==> config.mk <==
export PLATFORM = sky130hd
export DESIGN_NAME = reorder_buffer
export DESIGN_NICKNAME = d
export VERILOG_FILES = /design/src/rtl/ooo_pkg.sv /design/src/rtl/reorder_buffer.sv
export SDC_FILE = /design/constraint.sdc
export NUM_CORES = 2
export LEC_CHECK = 0
export CAP_MARGIN = 0
export CORE_ASPECT_RATIO = 1.1
export CORE_UTILIZATION = 30
export DETAILED_ROUTE_END_ITERATION = 12
export SLEW_MARGIN = 20
export SYNTH_ARGS = -nofsm -noshare
export SYNTH_HDL_FRONTEND = slang
export SYNTH_SLANG_ARGS = --single-unit
==> constraint.sdc <==
create_clock -name clk -period 8 [get_ports clk]
set_input_delay 1.6 -clock clk [delete_from_list [all_inputs] [get_ports clk]]
set_output_delay 1.6 -clock clk [all_outputs]
set_load 0.01 [all_outputs]
==> src/rtl/ooo_pkg.sv <==
// Shared types for the out-of-order core: default widths, dispatch bundle, ROB entry.
// No logic; widths here are the defaults the ROB parameters fall back to.
// Structs are sized from these defaults, so override them here rather than per instance.
package ooo_pkg;

    localparam int DEF_ROB_SIZE_BITS = 4;
    localparam int DEF_PREG_BITS     = 6;

    typedef struct packed {
        logic                         valid;
        logic [DEF_ROB_SIZE_BITS-1:0] rob_num;
        logic [DEF_PREG_BITS-1:0]     dest_reg;
        logic [DEF_PREG_BITS-1:0]     dest_reg_old;
        logic [31:0]                  pc;
    } rob_dispatch_t;

    typedef struct packed {
        logic                     valid;
        logic                     complete;
        logic [DEF_PREG_BITS-1:0] dest_reg;
        logic [DEF_PREG_BITS-1:0] dest_reg_old;
        logic [31:0]              pc;
    } rob_entry_t;

endpackage

==> src/rtl/reorder_buffer.sv <==
// In-order-retire reorder buffer: 2-wide allocate, NUM_WB completion ports, 2-wide retire.
// Latency: writeback strobe to ret_valid is 1 cycle; dispatch indices are combinational from tail.
// Backpressure: disp_ready drops when fewer than 2 entries are free (same-cycle retires not credited).
module reorder_buffer
    import ooo_pkg::*;
#(
    parameter int ROB_SIZE_BITS = DEF_ROB_SIZE_BITS,
    parameter int PREG_BITS     = DEF_PREG_BITS,
    parameter int NUM_WB        = 3
) (
    input  logic                              clk,
    input  logic                              rst_n,
    input  logic                              flush,
    input  logic                              disp_valid1,
    input  logic [PREG_BITS-1:0]              disp_dest_reg1,
    input  logic [PREG_BITS-1:0]              disp_dest_old1,
    input  logic [31:0]                       disp_pc1,
    input  logic                              disp_valid2,
    input  logic [PREG_BITS-1:0]              disp_dest_reg2,
    input  logic [PREG_BITS-1:0]              disp_dest_old2,
    input  logic [31:0]                       disp_pc2,
    output logic                              disp_ready,
    output logic [ROB_SIZE_BITS-1:0]          disp_rob_num1,
    output logic [ROB_SIZE_BITS-1:0]          disp_rob_num2,
    input  logic [NUM_WB-1:0]                 wb_valid,
    input  logic [NUM_WB*ROB_SIZE_BITS-1:0]   wb_rob_num,
    output logic                              ret_valid1,
    output logic [ROB_SIZE_BITS-1:0]          ret_rob_num1,
    output logic [PREG_BITS-1:0]              ret_dest_reg1,
    output logic [PREG_BITS-1:0]              ret_dest_old1,
    output logic [31:0]                       ret_pc1,
    output logic                              ret_valid2,
    output logic [ROB_SIZE_BITS-1:0]          ret_rob_num2,
    output logic [PREG_BITS-1:0]              ret_dest_reg2,
    output logic [PREG_BITS-1:0]              ret_dest_old2,
    output logic [31:0]                       ret_pc2,
    output logic [ROB_SIZE_BITS:0]            rob_count,
    output logic                              rob_empty,
    output logic                              rob_full
);

    localparam int DEPTH = 2 ** ROB_SIZE_BITS;

    typedef logic [ROB_SIZE_BITS-1:0] idx_t;
    typedef logic [ROB_SIZE_BITS:0]   cnt_t;

    localparam cnt_t CNT_DEPTH    = cnt_t'(DEPTH);
    localparam cnt_t CNT_DEPTH_M2 = cnt_t'(DEPTH - 2);

    rob_entry_t    entries [DEPTH];
    idx_t          head;
    idx_t          tail;
    cnt_t          count;
    idx_t          head_p1;
    idx_t          tail_p1;
    rob_dispatch_t slot1;
    rob_dispatch_t slot2;
    logic [1:0]    n_disp;
    logic [1:0]    n_ret;
    cnt_t          count_next;

    assign head_p1 = head + idx_t'(1);
    assign tail_p1 = tail + idx_t'(1);

    // Dispatch side: slot 2 rides only on an accepted slot 1 so program order stays contiguous.
    always_comb begin
        disp_ready   = (count <= CNT_DEPTH_M2);
        slot1        = '0;
        slot2        = '0;
        slot1.valid        = disp_ready & disp_valid1 & ~flush;
        slot1.rob_num      = tail;
        slot1.dest_reg     = disp_dest_reg1;
        slot1.dest_reg_old = disp_dest_old1;
        slot1.pc           = disp_pc1;
        slot2.valid        = slot1.valid & disp_valid2;
        slot2.rob_num      = tail_p1;
        slot2.dest_reg     = disp_dest_reg2;
        slot2.dest_reg_old = disp_dest_old2;
        slot2.pc           = disp_pc2;
        n_disp = {1'b0, slot1.valid} + {1'b0, slot2.valid};
    end

    assign disp_rob_num1 = slot1.rob_num;
    assign disp_rob_num2 = slot2.rob_num;

    // Retire side: data outputs are zeroed when their slot is not retiring.
    always_comb begin
        ret_valid1 = ~flush & entries[head].valid & entries[head].complete;
        ret_valid2 = ret_valid1 & entries[head_p1].valid & entries[head_p1].complete;

        ret_rob_num1  = ret_valid1 ? head                       : '0;
        ret_dest_reg1 = ret_valid1 ? entries[head].dest_reg     : '0;
        ret_dest_old1 = ret_valid1 ? entries[head].dest_reg_old : '0;
        ret_pc1       = ret_valid1 ? entries[head].pc           : '0;

        ret_rob_num2  = ret_valid2 ? head_p1                       : '0;
        ret_dest_reg2 = ret_valid2 ? entries[head_p1].dest_reg     : '0;
        ret_dest_old2 = ret_valid2 ? entries[head_p1].dest_reg_old : '0;
        ret_pc2       = ret_valid2 ? entries[head_p1].pc           : '0;

        n_ret      = {1'b0, ret_valid1} + {1'b0, ret_valid2};
        count_next = count + cnt_t'(n_disp) - cnt_t'(n_ret);
    end

    assign rob_count = count;
    assign rob_empty = (count == '0);
    assign rob_full  = (count == CNT_DEPTH);

    always_ff @(posedge clk) begin
        if (!rst_n) begin
            head  <= '0;
            tail  <= '0;
            count <= '0;
            for (int i = 0; i < DEPTH; i++) begin
                entries[i] <= '0;
            end
        end else if (flush) begin
            head  <= '0;
            tail  <= '0;
            count <= '0;
            for (int i = 0; i < DEPTH; i++) begin
                entries[i].valid <= 1'b0;
            end
        end else begin
            // Completion marks only live entries; a retire or new allocation of the same slot overrides it.
            for (int i = 0; i < NUM_WB; i++) begin
                if (wb_valid[i] && entries[wb_rob_num[i*ROB_SIZE_BITS +: ROB_SIZE_BITS]].valid) begin
                    entries[wb_rob_num[i*ROB_SIZE_BITS +: ROB_SIZE_BITS]].complete <= 1'b1;
                end
            end
            if (ret_valid1) begin
                entries[head].valid    <= 1'b0;
                entries[head].complete <= 1'b0;
            end
            if (ret_valid2) begin
                entries[head_p1].valid    <= 1'b0;
                entries[head_p1].complete <= 1'b0;
            end
            if (slot1.valid) begin
                entries[slot1.rob_num] <= '{valid: 1'b1, complete: 1'b0,
                                            dest_reg: slot1.dest_reg,
                                            dest_reg_old: slot1.dest_reg_old,
                                            pc: slot1.pc};
            end
            if (slot2.valid) begin
                entries[slot2.rob_num] <= '{valid: 1'b1, complete: 1'b0,
                                            dest_reg: slot2.dest_reg,
                                            dest_reg_old: slot2.dest_reg_old,
                                            pc: slot2.pc};
            end
            head  <= head + idx_t'(n_ret);
            tail  <= tail + idx_t'(n_disp);
            count <= count_next;
        end
    end

endmodule

==> results_dict.tcl <==
set metrics [dict create \
    status "finished clean" \
    synthArstFlopShare_pct 0 \
    max_freq_mhz 139 \
    drive_gt1_share_pct 21.9 \
    ir_drop_mv 0.165 \
    endpoint_kind "primary output" \
    slew_viol_final 0 \
    ys_seq_area_share_pct 49.8 \
    path_clk_slew_ns 0.06 \
    slew_headroom_pct 21.1 \
    io_pins 222 \
    synth_area_per_cell_sq_um 14.1 \
    powerDensity_nw_per_um2 175 \
    synth_edf_count 704 \
    whs_endpoint "entries[5][45]$_SDFFE_PP1P_" \
    critPathRequiredTime_ns 6.40 \
    synth.top_cell.area_share_pct 47.7 \
    crit_type "reg -> out" \
    syn_nets 3280 \
    synthDistinctLibCells 89 \
    hold_viol 0 \
    drt_iter0_markers 4717 \
    rsz0062_at_grt "no" \
    synth-compound-area-share_pct 15.7 \
    drv_cap 0 \
    worstSetupStartpointType "flop" \
    cts_max_level 3 \
    grt_pass1_vias 31700 \
    clk-insertion-delay-late_ns 0.69 \
    via_per_inst 6.48 \
    synth_cells 3144 \
    setup_viol 0 \
    synth_seq_cells 749 \
    postPlaceCellArea_sq_um 47900 \
    die_w_um 368 \
    grt_overflow 0 \
    final_cells 5055 \
    wl_met1_um 66400 \
    finalNetCount 3181 \
    start_util_pct 30.3 \
    wl_per_cell_um 35.2 \
    grt_max_degree 107 \
    syn_to_final_growth_pct 14.0 \
    fp.dieH_um 405 \
    cts_sinks 749 \
    synth_commonest_cells "707 x a22o_1, 704 x edfxtp_1, 414 x mux4_2, 243 x nand2_1, 238 x clkbuf_1" \
    route.met3.wl_um 22200 \
    synth_top_family_by_area "multiplexers" \
    min_period_ns 7.18 \
    total_power_mw 8.85 \
    muxShareOfSynthArea_pct 21.2 \
    top_layer_used "met5" \
    route.met2.wl_um 80000 \
    r2r_start "head[1]$_SDFF_PP0_" \
    antenna_found_initial 39 \
    cts.path.max_buffers 3 \
    hp-start "entries[5][45]$_SDFFE_PP1P_" \
    tritoncts.num_buffers 80 \
    hold_depth 2 \
    reg2reg_depth 17 \
    grt_pass1_wl_um 247000 \
    placedCellCount 4900 \
    yosys-top-cells-area "edfxtp_1 48%, mux4_2 21%, a22o_1 14%, nand2_1 2.1%, dfxtp_1 2.0%" \
    die_area_sq_um 149000 \
    grtUsageTotal_pct 23.2 \
    num_vias 32800 \
    timing.rr.end "rob_count[4]$_SDFF_PP0_" \
    first_pass_iters 5 \
    fin_skew_ns 0.0209 \
    finalSetupTns_ns 0 \
    postCtsSetupRepairBufs 0 \
    routed_wl_um 178000 \
    crit_fanout 46 \
    synthAdderAreaFrac_pct 0.859 \
    synth_top_area_cell "edfxtp_1" \
    finish.instance_area_sq_um 50500 \
    cts_hold_buf 0 \
    syn_area_sq_um 44300 \
    cts_tree "built" \
    ctsResizeCount 0 \
    drc_errors 0 \
    synth_ff_type "edfxtp_1" \
    yosysMostFrequentCell "a22o_1" \
    core_sq_um 146000 \
    cts-root-buf "clkbuf_16" \
    leakage_nw 16.8 \
    ys_warn_count 0 \
    worstMarginPinSlew_ns 1.18 \
    hold_path.class "reg -> reg" \
    synth_xor_xnor_area_share_pct 0.274 \
    yosys.area_share.simple_pct 7.36 \
    gp_congestion 0.880 \
    crit_arrival_ns 5.58 \
    min_period_over_period_pct 89.7 \
    portBuffers 221 \
    hpwlAfterDp_um 94700 \
    rows 147 \
    r2r_slack_ns 2.03 \
    ant_nets 0 \
]
[area by class of cell]
type                            instances  area (sq um)
Fill cell                           13800         95700
Clock inverter                         49           459
Inverter                               25           104
Antenna cell                           12          30.0
Multi-Input combinational cell       1896         20500
Clock buffer                           94          2100
Sequential cell                       749         22100
Tap cell                             1937          2420
Timing Repair Buffer                  293          2800
[through the flow]
step	setup slack (ns)	hold slack, ns	utilization [%]
5_1_grt	0.532	0.584	34.5
4_1_cts	0.689	0.556	34.5
2_1_floorplan	2.81	0.481	-
6_report	0.824	0.556	34.5
3_5_place_dp	1.41	0.549	32.8
3_3_place_gp	1.43	0.526	32.8
[layer usage]
layer / vias to the layer above / GRT usage, %
li1: 12800 / -
met1: 16800 / 30.4
met2: 2633 / 36.1
met3: 510 / 5.73
met4: 40 / 11.0
met5: - / 0
[cells by family after synthesis]
family | count (synthesis)
AOI/OAI and AO/OA | 805
and+or+nand+nor | 628
adders and majority gates | 28
xor gates and xnor gates | 13
buffers and inverters | 499
DFF | 749
muxes | 422
[layout by cell type, fill, tap and decap left out, types with 10 or more instances in the layout]
cell type and n:
mux4_2 414, edfxtp_1 704, clkbuf_1 12, nor2_1 44, nor2b_1 13, nor3_4 11, clkbuf_16 82, nand3_1 107
a22o_1 707, clkinv_1 22, diode_2 12, clkdlybuf4s50_1 220, and2_1 23, o21ai_0 12, nor3_1 22, nand2_1 227
a31oi_1 11, inv_1 20, nor2_4 10, and3_1 96, dfxtp_1 42, ha_1 23, clkinv_2 11, buf_4 68
nand2_4 14
[power by group]
| part | internal, mW | switching, mW | leakage, nW |
|---|---|---|---|
| registers | 4.42 | 0.0724 | 7.65 |
| logic | 0.220 | 0.401 | 7.88 |
| clock network | 2.10 | 1.63 | 1.24 |
[worst max path at each step]
stage	startpoint	endpoint	slack, ns	cells after the start
2_1_floorplan	head[1]$_SDFF_PP0_	rob_count[4]$_SDFF_PP0_	2.81	23
3_3_place_gp	head[1]$_SDFF_PP0_	ret_dest_old2[1]	1.43	9
3_5_place_dp	head[1]$_SDFF_PP0_	ret_dest_old2[1]	1.41	9
4_1_cts	head[1]$_SDFF_PP0_	ret_dest_old2[1]	0.69	9
5_1_grt	head[1]$_SDFF_PP0_	ret_dest_old2[1]	0.53	9
6_report	head[1]$_SDFF_PP0_	ret_dest_old2[1]	0.82	9
[state kept, by name (all words and copies together) (netlist names)]
register / count
head: 4
entries: 736
disp_rob_num1: 4
rob_count: 5
[critical path: stages, from the launching register on]
cell,delay [ns]
dfxtp_4,0.84
inv_1,0.34
ha_4,0.83
inv_2,0.22
mux4_2,0.41
mux4_2,0.33
nand3_4,0.16
inv_4,0.63
and3_1,0.47
clkdlybuf4s50_1,0.60
(Power assumes the default switching activity.)
